File: config.mk
export PLATFORM = sky130hd
export DESIGN_NAME = otbn_bignum_wb_sched
export DESIGN_NICKNAME = d
export VERILOG_FILES = /design/src/rtl/otbn_bignum_wb_sched.sv
export SDC_FILE = /design/constraint.sdc
export NUM_CORES = 2
export LEC_CHECK = 0
export BUFFER_PORTS_ARGS = -buffer_cell sky130_fd_sc_hd__buf_4
export CAP_MARGIN = 0
export CORE_AREA = 2 2 658 660
export DETAILED_ROUTE_END_ITERATION = 7
export DIE_AREA = 0 0 660 662
export GPL_TIMING_DRIVEN = 0
export SYNTH_ARGS = -nofsm -noshare
export SYNTH_HDL_FRONTEND = slang
export SYNTH_SLANG_ARGS = --single-unit
File: constraint.sdc
create_clock -name clk_i -period 5.4 [get_ports clk_i]
set_input_delay 0.81 -clock clk_i [delete_from_list [all_inputs] [get_ports clk_i]]
set_output_delay 0.81 -clock clk_i [all_outputs]
set_load 0.02 [all_outputs]
File: src/rtl/otbn_bignum_wb_sched.sv
// Write-back scheduler for the dual-port wide register file (WDRs).
// Arbitrates NReq result producers onto write ports A and B every cycle,
// refuses lane-overlapping same-register pairs, registers the winning writes
// with pre-decoded one-hot strobes, and keeps a sticky error flag.
module otbn_bignum_wb_sched #(
  parameter int NReq    = 3,
  parameter int MaxWait = 4,
  parameter int NWdr    = 32,
  parameter int WdrAw   = 5,
  parameter int ExtWLEN = 312
) (
  input  logic                    clk_i,
  input  logic                    rst_i,
  input  logic                    stall_i,

  input  logic [NReq-1:0]         req_valid_i,
  output logic [NReq-1:0]         req_ready_o,
  input  logic [NReq*WdrAw-1:0]   req_addr_i,
  input  logic [NReq*8-1:0]       req_lane_i,
  input  logic [NReq*ExtWLEN-1:0] req_data_i,

  output logic [WdrAw-1:0]        wr_addr_a_o,
  output logic [7:0]              wr_en_a_o,
  output logic [ExtWLEN-1:0]      wr_data_a_o,
  output logic [NWdr-1:0]         rf_we_a_o,

  output logic [WdrAw-1:0]        wr_addr_b_o,
  output logic [7:0]              wr_en_b_o,
  output logic [ExtWLEN-1:0]      wr_data_b_o,
  output logic [NWdr-1:0]         rf_we_b_o,

  input  logic                    rf_we_err_i,
  output logic                    err_o,
  output logic                    busy_o
);

  localparam int IdxW  = (NReq > 1) ? $clog2(NReq) : 1;
  localparam int WaitW = 4;

  typedef logic [IdxW-1:0] idx_t;

  // Per-requester views of the flattened request buses.
  logic [WdrAw-1:0]   addr_arr [NReq];
  logic [7:0]         lane_arr [NReq];
  logic [ExtWLEN-1:0] data_arr [NReq];

  for (genvar g = 0; g < NReq; g++) begin : g_unpack
    assign addr_arr[g] = req_addr_i[g*WdrAw +: WdrAw];
    assign lane_arr[g] = req_lane_i[g*8 +: 8];
    assign data_arr[g] = req_data_i[g*ExtWLEN +: ExtWLEN];
  end

  // Scheduler state.
  idx_t             rr_ptr;
  logic [WaitW-1:0] wait_cnt [NReq];

  // Arbitration results.
  idx_t order [NReq];
  logic force_hit;
  idx_t force_idx;
  logic gnt_a_vld, gnt_b_vld;
  idx_t gnt_a_idx, gnt_b_idx;
  logic grant_ok, a_go, b_go;

  function automatic logic [NWdr-1:0] addr_onehot(input logic [WdrAw-1:0] a);
    logic [NWdr-1:0] v;
    v    = '0;
    v[a] = 1'b1;
    return v;
  endfunction

  function automatic logic is_onehot(input logic [NWdr-1:0] v);
    return (v != '0) && ((v & (v - 1'b1)) == '0);
  endfunction

  function automatic idx_t idx_inc(input idx_t i);
    return (i == idx_t'(NReq - 1)) ? '0 : i + 1'b1;
  endfunction

  // Candidate order: a starved requester (lowest index first) leads, then
  // the remaining requesters in round-robin order from rr_ptr.
  // NOTE: every variable written in a combinational block gets a default at
  // the top; a path that leaves one unassigned would infer a latch.
  always_comb begin
    int   cand;
    idx_t pos;
    cand      = 0;
    pos       = '0;
    force_hit = 1'b0;
    force_idx = '0;
    for (int k = 0; k < NReq; k++) order[k] = '0;

    for (int r = NReq - 1; r >= 0; r--) begin
      if (wait_cnt[r] == WaitW'(MaxWait)) begin
        force_hit = 1'b1;
        force_idx = idx_t'(r);
      end
    end

    if (force_hit) begin
      order[0] = force_idx;
      pos      = idx_t'(1);
    end

    for (int k = 0; k < NReq; k++) begin
      cand = int'(rr_ptr) + k;
      if (cand >= NReq) cand = cand - NReq;
      if (!(force_hit && (cand == int'(force_idx)))) begin
        order[pos] = idx_t'(cand);
        pos        = pos + 1'b1;
      end
    end
  end

  // Port selection: first valid nonzero-mask candidate takes A, the next one
  // that does not overlap A's lanes on the same register takes B.
  always_comb begin
    idx_t c;
    c         = '0;
    gnt_a_vld = 1'b0;
    gnt_a_idx = '0;
    gnt_b_vld = 1'b0;
    gnt_b_idx = '0;
    for (int k = 0; k < NReq; k++) begin
      c = order[k];
      if (req_valid_i[c] && (lane_arr[c] != 8'h00)) begin
        if (!gnt_a_vld) begin
          gnt_a_vld = 1'b1;
          gnt_a_idx = c;
        end else if (!gnt_b_vld &&
                     !((addr_arr[c] == addr_arr[gnt_a_idx]) &&
                       ((lane_arr[c] & lane_arr[gnt_a_idx]) != 8'h00))) begin
          gnt_b_vld = 1'b1;
          gnt_b_idx = c;
        end
      end
    end
  end

  assign grant_ok = !rst_i && !stall_i;
  assign a_go     = grant_ok && gnt_a_vld;
  assign b_go     = grant_ok && gnt_b_vld;

  // Handshake: zero-mask requests are accepted whenever granting is allowed;
  // writing requests only when they won a port.
  always_comb begin
    req_ready_o = '0;
    for (int r = 0; r < NReq; r++) begin
      req_ready_o[r] = grant_ok && req_valid_i[r] &&
                       ((lane_arr[r] == 8'h00) ||
                        (gnt_a_vld && (gnt_a_idx == idx_t'(r))) ||
                        (gnt_b_vld && (gnt_b_idx == idx_t'(r))));
    end
  end

  // Registered port A/B writes; ungranted ports are fully blanked.
  // NOTE: state is updated with non-blocking assignments so every register
  // samples the pre-edge values regardless of statement order.
  always_ff @(posedge clk_i) begin
    if (rst_i) begin
      wr_addr_a_o <= '0;
      wr_en_a_o   <= '0;
      wr_data_a_o <= '0;
      rf_we_a_o   <= '0;
      wr_addr_b_o <= '0;
      wr_en_b_o   <= '0;
      wr_data_b_o <= '0;
      rf_we_b_o   <= '0;
    end else begin
      if (a_go) begin
        wr_addr_a_o <= addr_arr[gnt_a_idx];
        wr_en_a_o   <= lane_arr[gnt_a_idx];
        wr_data_a_o <= data_arr[gnt_a_idx];
        rf_we_a_o   <= addr_onehot(addr_arr[gnt_a_idx]);
      end else begin
        wr_addr_a_o <= '0;
        wr_en_a_o   <= '0;
        wr_data_a_o <= '0;
        rf_we_a_o   <= '0;
      end
      if (b_go) begin
        wr_addr_b_o <= addr_arr[gnt_b_idx];
        wr_en_b_o   <= lane_arr[gnt_b_idx];
        wr_data_b_o <= data_arr[gnt_b_idx];
        rf_we_b_o   <= addr_onehot(addr_arr[gnt_b_idx]);
      end else begin
        wr_addr_b_o <= '0;
        wr_en_b_o   <= '0;
        wr_data_b_o <= '0;
        rf_we_b_o   <= '0;
      end
    end
  end

  // Round-robin pointer moves past the last requester that won a port.
  always_ff @(posedge clk_i) begin
    if (rst_i) begin
      rr_ptr <= '0;
    end else if (b_go) begin
      rr_ptr <= idx_inc(gnt_b_idx);
    end else if (a_go) begin
      rr_ptr <= idx_inc(gnt_a_idx);
    end
  end

  // Wait counters: count refused cycles of a valid request, saturating.
  always_ff @(posedge clk_i) begin
    for (int r = 0; r < NReq; r++) begin
      if (rst_i || !req_valid_i[r] || req_ready_o[r]) begin
        wait_cnt[r] <= '0;
      end else if (wait_cnt[r] != WaitW'(MaxWait)) begin
        wait_cnt[r] <= wait_cnt[r] + 1'b1;
      end
    end
  end

  // Sticky error: register-file report or a malformed strobe on an active port.
  always_ff @(posedge clk_i) begin
    if (rst_i) begin
      err_o <= 1'b0;
    end else if (rf_we_err_i ||
                 ((wr_en_a_o != 8'h00) && !is_onehot(rf_we_a_o)) ||
                 ((wr_en_b_o != 8'h00) && !is_onehot(rf_we_b_o))) begin
      err_o <= 1'b1;
    end
  end

  assign busy_o = !rst_i &&
                  ((|req_valid_i) || (wr_en_a_o != 8'h00) || (wr_en_b_o != 8'h00));

endmodule

==> flow_summary.yaml <==
setup_path:
  r2r-end: "wr_data_b_o[239]"
  r2r_setup_slack_ns: 0
  crit_fanout: 6
  rr_worst_depth: 25
  cp_data_required_time_ns: 4.59
  startpoint_type: "flip-flop"
  crit_chain: "inv_2 > ha_4 > and3b_2 > buf_6 > a211oi_4 > buf_6 > a32oi_4 > or2_4 > a221oi_2 > xnor2_1 > or4_4 > o31a_1 > a21o_1 > a22oi_2 > buf_12 > buf_16 > nor2_4 > nor4_4 > buf_6"
  crit_type: "reg -> out"
  path_common_cell: "buf_6"
  end_kind: "output port"
  crit_start: "wait_cnt[1][0]"
  critPathMaxStageDelay_ns: 0.58
  arrival_ns: 5.27
  rr_startpoint: "wait_cnt[1][0]"
  worst_path_max_delay_cell: "or4_4"
yosys:
  yosysSeqAreaShare_pct: 46.6
  synth.most_common_cell: "dfxtp_1"
  async_flop_share_pct: 0
  netlist_top_cells_count: "dfxtp_1 (717), nand2_1 (700), a21oi_1 (668)"
  synth_edf_count: 12
  syn_avg_cell_area_sq_um: 8.38
  synth_top_area_share_pct: 45.4
  ys_top_cells_by_area: "dfxtp_1 (45%), a22oi_1 (15%), a21oi_1 (11%)"
  netlist_instances: 3771
  synthFlopType: "dfxtp_1"
  syn_nets: 4764
  yosys_warnings: 0
  syn-cell-area_sq_um: 31600
  synth_top_cell_by_area: "dfxtp_1"
  ys_seq_elements: 729
  ys_types: 100
placement:
  dpl.hpwl_microns: 404000
  dp_cells: 11200
  placed_area_sq_um: 51600
  place_congestion: 1.06
  io_buffers: 1674
clocking:
  clkLatencyLatePin_ns: 0.86
  cts.sinks: 729
  clockBufferDepth: 4
  root_buffer: "clkbuf_16"
  cts_buffers: 111
  cts.clk_slew.worst_paths_ns: 0.08
  hold_buffers: 0
  tritoncts: "yes"
  htree_levels: 3
power:
  power_frac_comb_pct: 48.7
  power_frac_clock_pct: 28.6
  ir_drop_uv: 253
  p_sw_mw: 13.1
  p_int_mw: 15.0
  p_sw_share_pct: 46.5
  total_power_mw: 28.1
  seqPwrFrac_pct: 22.7
  p_per_area_nw_per_um2: 472
  p_leak_nw: 24.0
die:
  die_area_sq_um: 437000
  die_x_microns: 660
  core_sq_um: 430000
  io_pins: 1701
  fp-row-count: 241
  start_util_pct: 7.36
  fp.dieH_microns: 662
timing:
  fin_skew_ns: 0.0443
  postLayoutSetupSlackWorst_ns: -0.680
  grt_setup_unrepaired: "true"
  fmax_mhz: 164
  setup_tns_ns: -1.88
  fin_crit_ns: 6.08
  hold_viol_final: 0
  tightest_slew_ns: 1.09
  min_period_over_period_pct: 113
  max-slew-margin-rel_pct: 27.5
  setup_viol_count_final: 4
  slew_violations: 0
run:
  max-cap-violations: 0
global_route:
  antenna_found_initial: 263
  grt_max_degree: 20
  grt_usage_pct: 20.0
  grt.overflow.total: 0
  grt_pass1_vias: 40100
  grt_pass1_wl_microns: 543000
finish:
  utilization_pct: 13.8
  fin_nets: 6665
  num-fill-cells: 49400
  area_growth_syn_to_layout_pct: 88.2
  postLayoutCellArea_sq_um: 59500
  finalNonFillerCells: 11600
  drive_gt1_share_pct: 44.7
drt:
  drt_iter0_drc: 4958
  wl_per_cell_microns: 39.9
  ant_nets: 0
  firstDrtPassIters: 6
  vias: 43800
  drt-total-wl_microns: 462000
  route.detailed.drc: 0
  vias_per_cell: 3.78
run_status:
  status: "complete, but fails checks"
  violations: "negative setup slack"
hold_path:
  hp-start: "req_data_i[237]"
  hold_path_class: "in -> reg"
  hold_end: "wr_data_b_o[237]"
  hold_depth: 3
[kinds of logic (layout without fill, tap and decap cells)]
logic type	Yosys count	in the layout	synth area share (%)
compound gates	1575	1576	32.3
xor+xnor	12	12	0.333
fa+ha+maj	21	21	0.752
buf+inv	396	2386	5.11
flops	729	729	46.6
mux	38	38	1.23
other cells	0	108	0
simple gates	1000	1000	13.7
[per-stage QoR]
step                hold WS, ns  setup WS (ns)
global placement          0.573          -5.55
detailed placement        0.569          -3.22
CTS                      0.0643         -0.708
floorplan                 0.503         0.0315
global route              0.145         -0.832
finish                    0.187         -0.680
[area by class of cell]
cell class | count | area (sq um) | area share (%)
repair buffers | 1793 | 13800 | 23.2
multi-input cells | 2647 | 17100 | 28.8
plain buffers | 359 | 2450 | 4.13
clock inverters | 60 | 703 | 1.18
inverters | 31 | 128 | 0.215
well taps | 5710 | 7140 | 12.0
clock buffers | 143 | 3150 | 5.30
flip-flops and latches | 729 | 14700 | 24.7
diodes | 108 | 270 | 0.454
[state kept, by name, summed over array words and instances, names as in the netlist]
name and flops:
wr_en_a_o 8, rf_we_b_o 32, rf_we_a_o 32, wr_addr_a_o 5
rr_ptr 2, wait_cnt 12, wr_data_a_o 312, wr_data_b_o 312
wr_addr_b_o 5, err_o 1, wr_en_b_o 8
[metal layers]
metal | GRT usage [%] | share of wire [%] | vias to the layer above
li1 | - | - | 17900
met1 | 21.0 | 35 | 21700
met2 | 30.7 | 43 | 3220
met3 | 12.4 | 15 | 876
met4 | 10.8 | 6.7 | 140
met5 | 0.687 | 0.23 | -
[worst max-delay path: cells and delay by family (launching register included)]
kind            cells  cell delay [ns]
flops               1             0.36
xor+xnor            1             0.10
simple gates        5             1.32
buf+inv             6             0.86
compound gates      6             1.56
fa+ha+maj           1             0.17
[power groups by stage]
stage,Combinational (mW),Sequential (mW),Clock [mW]
2_1_floorplan,4.31,7.21,0
5_1_grt,14.3,6.42,8.43
3_3_place_gp,12.0,6.46,0
6_report,13.7,6.37,8.02
3_5_place_dp,12.0,6.46,0
4_1_cts,12.9,6.37,8.33
[worst max path at each step]
stage / end / slack (ns) / cells past startpoint
after CTS: req_ready_o[2] / -0.71 / 20
after floorplan: req_ready_o[2] / 0.03 / 15
after global routing: req_ready_o[0] / -0.83 / 19
after global placement: wr_data_b_o[226] / -5.55 / 18
final: req_ready_o[2] / -0.68 / 19
after detailed placement: wr_data_a_o[223] / -3.22 / 20
[cell usage in the layout (no fill, tap or decap), types with 94 or more instances in the layout]
master,netlist,routed
clkbuf_2,0,108
a21oi_2,0,114
clkbuf_1,251,94
buf_4,4,1780
diode_2,0,108
a22oi_1,650,641
clkbuf_16,0,117
a21oi_1,668,491
nand2_1,700,699
dfxtp_1,717,715
[timing repair]
action,4_1_cts,5_1_grt
setup endpoints to repair,742,556
resized for setup,513,390
gates cloned,3,4
pin swaps,56,76
buffers inserted,78,26
(Power assumes the default switching activity.)
